$ cat config.mk
export PLATFORM = sky130hd
export DESIGN_NAME = mult_div_unit
export DESIGN_NICKNAME = d
export VERILOG_FILES = /design/src/rtl/mult_div_unit.sv
export SDC_FILE = /design/constraint.sdc
export NUM_CORES = 1
export LEC_CHECK = 0
export CELL_PAD_IN_SITES_DETAIL_PLACEMENT = 0
export CELL_PAD_IN_SITES_GLOBAL_PLACEMENT = 1
export CORE_MARGIN = 3
export CORE_UTILIZATION = 49
export CTS_BUF_LIST = sky130_fd_sc_hd__clkbuf_8
export DETAILED_ROUTE_END_ITERATION = 12
export GPL_ROUTABILITY_DRIVEN = 0
export PLACE_DENSITY_LB_ADDON = 0.08
export SLEW_MARGIN = 20
export SYNTH_ARGS = -nofsm -noshare
export SYNTH_HDL_FRONTEND = slang
export SYNTH_SLANG_ARGS = --single-unit
$ cat constraint.sdc
create_clock -name clk -period 10.9 [get_ports clk]
set_clock_uncertainty 0.05 [all_clocks]
set_input_delay 2.725 -clock clk [delete_from_list [all_inputs] [get_ports clk]]
set_output_delay 2.725 -clock clk [all_outputs]
set_load 0.02 [all_outputs]
$ cat src/rtl/mult_div_unit.sv
// Iterative MULT/MULTU/DIV/DIVU unit: one shift-add or restoring shift-subtract step per cycle,
// then sign fix-up and a one-cycle HI/LO write strobe. Define MULT_DIV_FLUSH_EN to honour flush.
module mult_div_unit #(
  parameter int WIDTH      = 32,
  parameter int ITERATIONS = WIDTH
) (
  input  logic             clk,
  input  logic             reset,
  input  logic             start,
  input  logic [1:0]       op,
  input  logic [WIDTH-1:0] operand_a,
  input  logic [WIDTH-1:0] operand_b,
  input  logic             flush,
  output logic             busy,
  output logic             hi_lo_register_write_enable,
  output logic [WIDTH-1:0] HI_write_data,
  output logic [WIDTH-1:0] LO_write_data
);
  localparam int CW = $clog2(ITERATIONS + 1);

  typedef enum logic [1:0] {IDLE, RUN, FIXUP, WRITE} state_t;

  state_t           state, state_nxt;
  logic [CW-1:0]    count;
  logic             is_div, neg_q, neg_r, b_zero;
  logic [WIDTH:0]   hi_acc;
  logic [WIDTH-1:0] lo_acc, b_mag;
  logic             kill, take;

  // operand magnitudes; op[0]=0 selects the signed variants
  logic             a_neg, b_neg;
  logic [WIDTH-1:0] a_abs, b_abs;
  assign a_neg = ~op[0] & operand_a[WIDTH-1];
  assign b_neg = ~op[0] & operand_b[WIDTH-1];
  assign a_abs = a_neg ? -operand_a : operand_a;
  assign b_abs = b_neg ? -operand_b : operand_b;

  // multiply step: conditional add into the high half, then shift the pair right
  logic [WIDTH:0] sum;
  assign sum = {1'b0, hi_acc[WIDTH-1:0]} + {1'b0, (lo_acc[0] ? b_mag : {WIDTH{1'b0}})};

  // divide step: shift the next dividend bit into the remainder and try a subtract
  logic [WIDTH:0]   shifted;
  logic [WIDTH+1:0] diff;
  assign shifted = {hi_acc[WIDTH-1:0], lo_acc[WIDTH-1]};
  assign diff    = {1'b0, shifted} - {2'b00, b_mag};

  logic [2*WIDTH-1:0] prod, prod_s;
  logic [WIDTH-1:0]   q_s, r_s;
  assign prod   = {hi_acc[WIDTH-1:0], lo_acc};
  assign prod_s = neg_q ? -prod : prod;
  assign q_s    = b_zero ? {WIDTH{1'b1}} : (neg_q ? -lo_acc : lo_acc);
  assign r_s    = neg_r ? -hi_acc[WIDTH-1:0] : hi_acc[WIDTH-1:0];

`ifndef MULT_DIV_FLUSH_EN
  logic unused_flush;
  assign unused_flush = flush;
`endif

  always_ff @(posedge clk or posedge reset) begin
    if (reset) state <= IDLE;
    else       state <= state_nxt;
  end

  always_comb begin
    state_nxt = state;
    take      = 1'b0;
    kill      = 1'b0;
`ifdef MULT_DIV_FLUSH_EN
    kill      = flush;
`endif
    case (state)
      IDLE:  if (start && !kill) begin
               take      = 1'b1;
               state_nxt = RUN;
             end
      RUN:   if (kill) state_nxt = IDLE;
             else if (count == CW'(ITERATIONS - 1)) state_nxt = FIXUP;
      FIXUP: state_nxt = kill ? IDLE : WRITE;
      // the instruction has committed by WRITE, so flush no longer cancels it
      WRITE: state_nxt = IDLE;
      default: state_nxt = IDLE;
    endcase
  end

  always_ff @(posedge clk or posedge reset) begin
    if (reset) begin
      count         <= '0;
      is_div        <= 1'b0;
      neg_q         <= 1'b0;
      neg_r         <= 1'b0;
      b_zero        <= 1'b0;
      hi_acc        <= '0;
      lo_acc        <= '0;
      b_mag         <= '0;
      HI_write_data <= '0;
      LO_write_data <= '0;
    end else begin
      if (take) begin
        count  <= '0;
        is_div <= op[1];
        neg_q  <= a_neg ^ b_neg;
        neg_r  <= a_neg;
        b_zero <= op[1] && (operand_b == '0);
        hi_acc <= '0;
        lo_acc <= op[1] ? a_abs : b_abs;
        b_mag  <= op[1] ? b_abs : a_abs;
      end else if (state == RUN) begin
        count <= count + 1'b1;
        if (is_div) begin
          hi_acc <= diff[WIDTH+1] ? shifted : diff[WIDTH:0];
          lo_acc <= {lo_acc[WIDTH-2:0], ~diff[WIDTH+1]};
        end else begin
          hi_acc <= {1'b0, sum[WIDTH:1]};
          lo_acc <= {sum[0], lo_acc[WIDTH-1:1]};
        end
      end else if (state == FIXUP && !kill) begin
        HI_write_data <= is_div ? r_s : prod_s[2*WIDTH-1:WIDTH];
        LO_write_data <= is_div ? q_s : prod_s[WIDTH-1:0];
      end
    end
  end

  assign busy                        = (state != IDLE);
  assign hi_lo_register_write_enable = (state == WRITE);
endmodule

## Word-level counts from Yosys, hierarchy flattened

Cells that the tools add are included.

- Flip-flop bits (word level): 172
- Latch bits: 0
- Memory bits (writable): 0
- Bits in read-only memories: 0
- Input bits: 70
- Output and inout bits: 66
- Logic and storage cells: 64
- Memories: 0

- Add/sub/neg operators: 8
- $mul: 0
- Divide/modulo/power cells: 0
- $lt $le $gt $ge: 0
- Equality and inequality tests: 6
- Shift operators: 0
- Muxes and demuxes: 25
- Bitwise gates (word level): 7
- Reductions and logical operators: 7

Operators by type and width:

| cell | count |
|---|---|
| 32-bit two-way mux | 17 |
| 32-bit negator | 4 |
| 64-bit two-way mux | 1 |
| 64-bit negator | 1 |
| 33-bit by 32-bit subtractor with 34-bit output | 1 |
| 32-bit by 32-bit adder with 33-bit output | 1 |
| 32-bit logical NOT | 1 |
| 6-bit two-way mux | 2 |
| 2-bit case mux with 4 select lines | 1 |
| 6-bit by 1-bit adder with 6-bit output, second input constant | 1 |
| 6-bit by 5-bit equality test with 1-bit output, second input constant | 1 |
| 2-bit equality test, second input constant | 2 |
| 2-bit two-way mux | 2 |
| 2-bit != test, second input constant | 2 |
| 1-bit NOT | 4 |
| 2-bit nonzero test | 2 |
| 3-bit AND reduction | 1 |
| 1-bit bitwise AND | 2 |
| 2-bit by 1-bit equality test with 1-bit output, second input constant | 1 |
| 2-bit logical NOT | 1 |
| 1-bit two-way mux | 2 |
| 2-bit AND reduction | 1 |
| 1-bit logical AND | 1 |
| 1-bit XOR | 1 |

## Logic depth before layout (Yosys ltp)

Gate-level depths: netlist of the first run.

- Depth in word-level cells: 5
- Depth in mapped cells: 14
- Mapped depth without buffers: 13

## Worst setup path before layout of the first run

OpenSTA, ideal clock, no wires.

- Path kind: input -> register
- Start: input operand_b[4]
- End: register b_mag[29]
- Setup time: 0.077 ns
- Data arrival time: 4.912 ns
- Data required time: 10.773 ns
- Setup slack: 5.861 ns
- Stages: 9
- Path buffers: 0
- Path through: or4_4 -> nor4b_4 -> and2_4 -> nand3b_2 -> or3_4 -> o31ai_4 -> xor2_1 -> a211o_1 -> o21ai_1

- Longest elaborated chain between the ends: 3

Ends and longest elaborated chain:

| what | line | RTL |
|---|---|---|
| start, declared | 12 | `input logic [WIDTH-1:0] operand_b,` |
| 32-bit negator | 36 | `assign b_abs = b_neg ? -operand_b : operand_b;` |
| 32-bit two-way mux | 36 |  |
| 32-bit two-way mux | 107 | `b_mag <= op[1] ? b_abs : a_abs;` |
| end signal, assigned | 107 |  |
| end, declared | 27 | `logic [WIDTH-1:0] lo_acc, b_mag;` |

No other way between the ends.
A chain may end at the register's enable or synchronous reset.

## Worst setup path in the final report of the first run

- Start: input operand_b[4]
- End: register lo_acc[28]

- Longest elaborated chain between the ends: 4

Ends and longest elaborated chain:

| what | line | RTL |
|---|---|---|
| 32-bit negator | 36 |  |
| 32-bit two-way mux | 36 |  |
| 32-bit two-way mux | 106 | `lo_acc <= op[1] ? a_abs : b_abs;` |
| 32-bit two-way mux | 99 | `if (take) begin` |
| end signal, assigned | 106 |  |
| end signal, assigned | 112 | `lo_acc <= {lo_acc[WIDTH-2:0], ~diff[WIDTH+1]};` |
| end signal, assigned | 115 | `lo_acc <= {sum[0], lo_acc[WIDTH-1:1]};` |
| end, declared | 27 |  |

No other way between the ends.

==> metrics.txt, run 1 <==
outcome complete, no violations; Post-Synth Adder-Cell Area 6.64%; VDD IR max 0.163 mV; IO buf count 134; drt pass-1 iters 5; Setup violations, final 0; TritonCTS buffer count 17; DP Worst Slack 4.89 ns; clock sink total 172; Routed Antenna Nets 0; initial antenna violation count 0; fmax 181 MHz; total negative slack 0 ns; DP HPWL 32.1 mm; final WL 42.5 mm; Post-synth EDFFs 0; yosys warns 0; Final Cycle Share 50.7%; register share of total power 25.0%; postcts setup bufs 0; first-pass GRT wire length 67.0 mm; total grt overflow 0; clk slew on worst S/H paths 0.11 ns; Seq/Total Area, Yosys 29.6%; crit path max fanout 5; post-synthesis register bit count 172; vias in the first global route 12400; P_int 2.66 mW; max_cap viols 0; GRT Resource Usage Total 26.6%; core area 29000 sq um; synth unique cells 92; Synth Area in Simple Gates 18.1%; worst endpoint required time 11.19 ns; critical path launch point type input port; Clk pwr share 8.4%; Comb pwr share 66.6%; Net Count, Synth 1950; initial cell density of the core 50.2%; post-CTS sizing 0; final hold vios 0; pwr dens 332 nW/um^2; post-detailed-route DRC marker count 0; Die Y-Extent 178 um; DR iter-0 viols 1060; CP endpoint kind flop; NetSw 2.81 mW; largest family of logic cells by synthesized area compound AO/OA/AOI/OAI gates; Placed Area 16100 sq um; clock root buffer clkbuf_8; IO Count 136; Via density 5.94; Syn-to-layout area delta 13.3%; RSZ-0062 raised after global routing false; Synth Instances 1804; largest net degree at the start of global routing 109; Cell Area, Synth 14600 sq um; max_slew headroom 32.1%; WP data arrival 5.81 ns; share of cells above drive strength 1 6.49%; dominant synthesized flop cell dfrtp_1; mux contribution to synthesized area 5.11%; fin area 16500 sq um; TritonCTS clock tree done; setup ws final 5.37 ns; worst min-delay path class reg2reg; H-tree Lvls 4; minimum clock period 5.53 ns; complex-gate fraction of the synthesized area 25.5%; die area 31800 sq um; post-synthesis xor/xnor area fraction 10.2%; max-slew violation count 0; worst slew pin tran 1.02 ns; Avg WL per Cell 18.8 um; Die Span X 178 um; Final nets 2012; Syn Area/Cell 8.07 sq um; Setup CP Type in2reg; Leak 6.88 nW; Async S/R FF share, synth 100%; Diodes inserted 0; clk buf depth 2; via count 13400; worst skew pair latency 0.48 ns; Switching Fraction 51.4%; row count 62; hold_buf cts 0
## critical path, stage by stage
cell and delay (ns):
clkdlybuf4s50_1 0.46, or4_4 0.60, nor4_2 0.38, and2_1 0.32
nand3b_1 0.24, o41ai_1 0.45, xor2_1 0.31, nor2_1 0.07
a21oi_1 0.19, o21ai_1 0.07
## path summary, 6_finish.rpt
path,from,end,slack [ns],cells past startpoint
hold reg to reg,b_mag[19]$_DFFE_PP0P_,b_mag[19]$_DFFE_PP0P_,0.45,2
setup / recovery,operand_b[4],lo_acc[28]$_DFFE_PP0P_,5.37,10
min in group asynchronous,reset,lo_acc[9]$_DFFE_PP0P_,2.57,2
setup reg to reg,hi_acc[11]$_DFFE_PP0P_,hi_acc[20]$_DFFE_PP0P_,6.86,11
hold / removal,b_mag[19]$_DFFE_PP0P_,b_mag[19]$_DFFE_PP0P_,0.45,2
max in group asynchronous,reset,hi_acc[22]$_DFFE_PP0P_,6.95,3
## Yosys cell counts, drive strengths merged (11+ instances only)
cell / count / area share, %
xnor2: 75 / 4.5
a21o: 35 / 1.8
nand2b: 20 / 0.91
a211oi: 14 / 0.72
and2: 12 / 0.55
nor3: 30 / 1.2
nand4: 11 / 0.56
o31ai: 24 / 1.5
a21oi: 175 / 6.1
nor4: 15 / 0.73
nand2: 167 / 4.4
a31oi: 14 / 0.60
o21ai: 191 / 6.6
ha: 74 / 6.4
dfrtp: 172 / 30
or3: 17 / 0.83
clkbuf: 88 / 2.3
nand3: 19 / 0.69
buf: 17 / 0.64
o41ai: 14 / 0.95
inv: 74 / 1.9
and3: 13 / 0.56
o211ai: 56 / 2.9
nor2: 179 / 4.7
mux2i: 56 / 3.9
or4: 17 / 1.0
xor2: 95 / 5.7
mux2: 16 / 1.3
nor2b: 13 / 0.56
## cells in the final DEF, fill, tap and decap left out, drive strengths merged, types with 14 or more instances in the layout
master         Yosys  routed
mux2i             56      56
nand2            167     167
nand2b            20      20
xnor2             75      75
buf               17      15
or4               17      17
o41ai             14      14
clkdlybuf4s50      0     133
mux2              16      16
o31ai             24      24
a21oi            175     175
a21o              35      35
nand3             19      19
or3               17      17
xor2              95      95
nor4              15      15
o211ai            56      56
nor3              30      30
o21ai            191     191
clkbuf            88      18
dfrtp            172     172
a31oi             14      14
ha                74      74
a211oi            14      14
inv               74      80
nor2             179     179
## cells by family after synthesis
logic type | Yosys count
xor gates and xnor gates | 170
and+or+nand+nor | 538
muxes | 72
adders and majority gates | 76
DFF | 172
AOI/OAI and AO/OA | 597
buffers and inverters | 179
## final cells by class
cell class                      count  area [sq um]
Clock inverter                     14           150
Clock buffer                       18           248
Timing Repair Buffer              148          1440
Inverter                           74           283
Multi-Input combinational cell   1453          9580
Fill cell                        2818         12500
Tap cell                          384           480
Sequential cell                   172          4310
## layer usage
| layer | vias to the layer above | global-route usage [%] | share of wire, % |
|---|---|---|---|
| met2 | 382 | 39.6 | 43 |
| met4 | 0 | 7.21 | 2.2 |
| met1 | 6401 | 39.2 | 48 |
| met3 | 47 | 5.11 | 6.4 |
| li1 | 6607 | - | - |
| met5 | - | 0 | 0 |
## power groups by stage
| stage | registers, mW | logic, mW | clock network, mW |
|---|---|---|---|
| CTS | 1.35 | 3.63 | 0.473 |
| finish | 1.37 | 3.64 | 0.460 |
| global placement | 1.36 | 3.56 | 0 |
| global route | 1.41 | 4.04 | 0.496 |
| floorplan | 1.33 | 2.61 | 0 |
| detailed placement | 1.37 | 3.60 | 0 |
## state kept, by name, summed over array words and instances, names as in the netlist
signal and cells:
HI_write_data 32, LO_write_data 32, b_mag 32, hi_acc 32, lo_acc 32, count 6
state 2, b_zero 1, is_div 1, neg_q 1, neg_r 1
## through the flow
stage	hold slack [ns]	instances	total power [mW]	util, %
after floorplan	0.400	1804	3.94	-
after global placement	0.418	2231	4.91	55.5
after detailed placement	0.427	2231	4.97	55.5
after CTS	0.454	2263	5.45	56.8
after global routing	0.485	2263	5.95	56.8
final	0.447	2263	5.47	56.8
Power figures use the tool's default switching activity.
==> run 2: changes to the inputs <==
--- a/config.mk
+++ b/config.mk
@@ -8,7 +8,7 @@
 export CELL_PAD_IN_SITES_DETAIL_PLACEMENT = 0
 export CELL_PAD_IN_SITES_GLOBAL_PLACEMENT = 1
 export CORE_MARGIN = 3
-export CORE_UTILIZATION = 49
+export CORE_UTILIZATION = 41
 export CTS_BUF_LIST = sky130_fd_sc_hd__clkbuf_8
 export DETAILED_ROUTE_END_ITERATION = 12
 export GPL_ROUTABILITY_DRIVEN = 0
==> constraint.sdc (replaced) <==
create_clock -name clk -period 4.8 [get_ports clk]
set_clock_uncertainty 0.05 [all_clocks]
set_input_delay 1.2 -clock clk [delete_from_list [all_inputs] [get_ports clk]]
set_output_delay 1.2 -clock clk [all_outputs]
set_load 0.02 [all_outputs]
==> run 2 against run 1 <==
Sequential power is 120% higher. Sequential cell count stayed put. Sequential share of layout area is 0.50 points lower. First-iteration DRC count is 4.2% lower. Setup slack worse by 4.6 ns. Core utilization is 8.5 points lower. Final cell count is 4.0% higher. Cell area is 2.0% higher. Clock power grew to 2.5 times the previous value. Combinational power is 130% higher. Register-to-register slack worse by 6.0 ns. Largest cell class unchanged.
==> metrics.txt, run 2 (synthesis results as in run 1) <==
Routed Antenna Nets 0; share of cells above drive strength 1 7.37%; Leak 7.02 nW; CP delay by family, top compound AO/OA/AOI/OAI gates; initial antenna violation count 0; postcts setup bufs 0; outcome complete, no violations; clk slew on worst S/H paths 0.11 ns; cells on worst reg2reg path 14; register area 4310 sq um; Setup violations, final 0; drt pass-1 iters 5; flop-to-flop setup slack 0.82 ns; pwr dens 756 nW/um^2; first-pass GRT wire length 71.1 mm; crit path cell chain inv_1 > ha_1 > inv_1 > fa_1 > a21o_1 > a221oi_1 > o221ai_1 > buf_4 > a211oi_1 > o21bai_1 > a21oi_1 > xnor2_1 > o211ai_1 > a31oi_1; vias in the first global route 12100; Setup CP Type reg2reg; reg-to-reg endpoint hi_acc[18]$_DFFE_PP0P_; Diodes inserted 0; Final nets 2032; Avg WL per Cell 19.5 um; Buf/Inv on CP 3; WP data arrival 4.26 ns; Multi-input gate area 9580 sq um; total negative slack 0 ns; hold_buf cts 0; total grt overflow 0; crit-path max cell delay 0.54 ns; initial cell density of the core 41.8%; worst hold stages 2; Die Span X 194 um; fill count 3528; Die Y-Extent 194 um; TritonCTS buffer count 17; commonest non-fill, non-tap cells in the layout 176 x nor2_1, 171 x dfrtp_1, 171 x a21oi_1; WHS Endpoint b_mag[31]$_DFFE_PP0P_; core area 34800 sq um; post-CTS sizing 0; post-detailed-route DRC marker count 0; IO Count 136; final WL 45.9 mm; via count 13300; TritonCTS clock tree done; most common cell after layout, fill and taps aside nor2_1; critical path's most frequent cell inv_1; DR iter-0 viols 1015; die area 37800 sq um; IO buf count 134; critical path launch point type flop; RSZ-0062 raised after global routing false; Syn-to-layout area delta 15.5%; clock root buffer clkbuf_8; VDD IR max 0.347 mV; CP endpoint kind flop; minimum clock period 3.98 ns; crit path max fanout 4; fmax 251 MHz; min-delay src b_mag[31]$_DFFE_PP0P_; Final Cycle Share 83.0%; end-of-flow core utilization 48.3%; clk buf depth 2; final hold vios 0; worst min-delay path class reg2reg; DP HPWL 35.1 mm; max_slew headroom 34.6%; Critical R2R Launch lo_acc[31]$_DFFE_PP0P_; GRT Resource Usage Total 23.7%; clock sink total 172; worst endpoint required time 5.07 ns; CP max-delay cell a221oi_1; row count 68; max_cap viols 0; Via density 5.67; worst skew pair latency 0.49 ns; largest net degree at the start of global routing 89; H-tree Lvls 4; worst slew pin tran 0.979 ns; max-slew violation count 0
[run 2: how the worst max path moves through the flow]
stage	from	to	slack, ns	cells past startpoint
3_3_place_gp	operand_b[4]	lo_acc[28]$_DFFE_PP0P_	0.48	10
2_1_floorplan	operand_b[4]	b_mag[29]$_DFFE_PP0P_	1.29	9
4_1_cts	lo_acc[31]$_DFFE_PP0P_	hi_acc[18]$_DFFE_PP0P_	0.86	14
6_report	lo_acc[31]$_DFFE_PP0P_	hi_acc[18]$_DFFE_PP0P_	0.82	14
3_5_place_dp	operand_a[12]	lo_acc[30]$_DFFE_PP0P_	0.47	9
5_1_grt	lo_acc[31]$_DFFE_PP0P_	hi_acc[30]$_DFFE_PP0P_	0.52	13
[run 2: metal layers]
metal / track usage [%] / share of wire [%]
met4: 5.35 / 1.5
met5: 0 / 0
met2: 35.9 / 44
met3: 3.36 / 5.1
met1: 35.6 / 49
[run 2: area by class of cell]
type / instances / share of cell area (%)
Timing Repair Buffer: 168 / 9.76
Multi-Input combinational cell: 1453 / 57.0
Clock buffer: 19 / 1.56
Sequential cell: 172 / 25.6
Inverter: 74 / 1.67
Tap cell: 455 / 3.39
Clock inverter: 13 / 1.04
[run 2: through the flow]
step                      std cells  cell area [sq um]  hold WS, ns  setup WS, ns  power [mW]
after floorplan                1804              14600        0.400          1.29        8.95
after global placement         2322              16400        0.420         0.479        11.4
after detailed placement       2322              16400        0.428         0.465        11.5
after CTS                      2354              16800        0.451         0.856        12.8
after global routing           2354              16800        0.469         0.522        13.8
final                          2354              16800        0.448         0.816        12.7
[run 2: worst min-delay path, delay by kind of cell, from the launching register on]
kind	cells	cell delay [ns]
flip-flops	1	0.36
AO/OA/AOI/OAI	1	0.06
AND/OR/NAND/NOR	1	0.05
[run 2: power by group]
part / switching [mW] / leakage, nW / internal [mW]
sequential: 0.849 / 2.05 / 2.16
clock: 0.609 / 0.225 / 0.557
combinational: 4.97 / 4.75 / 3.57
total: 6.43 / 7.02 / 6.28
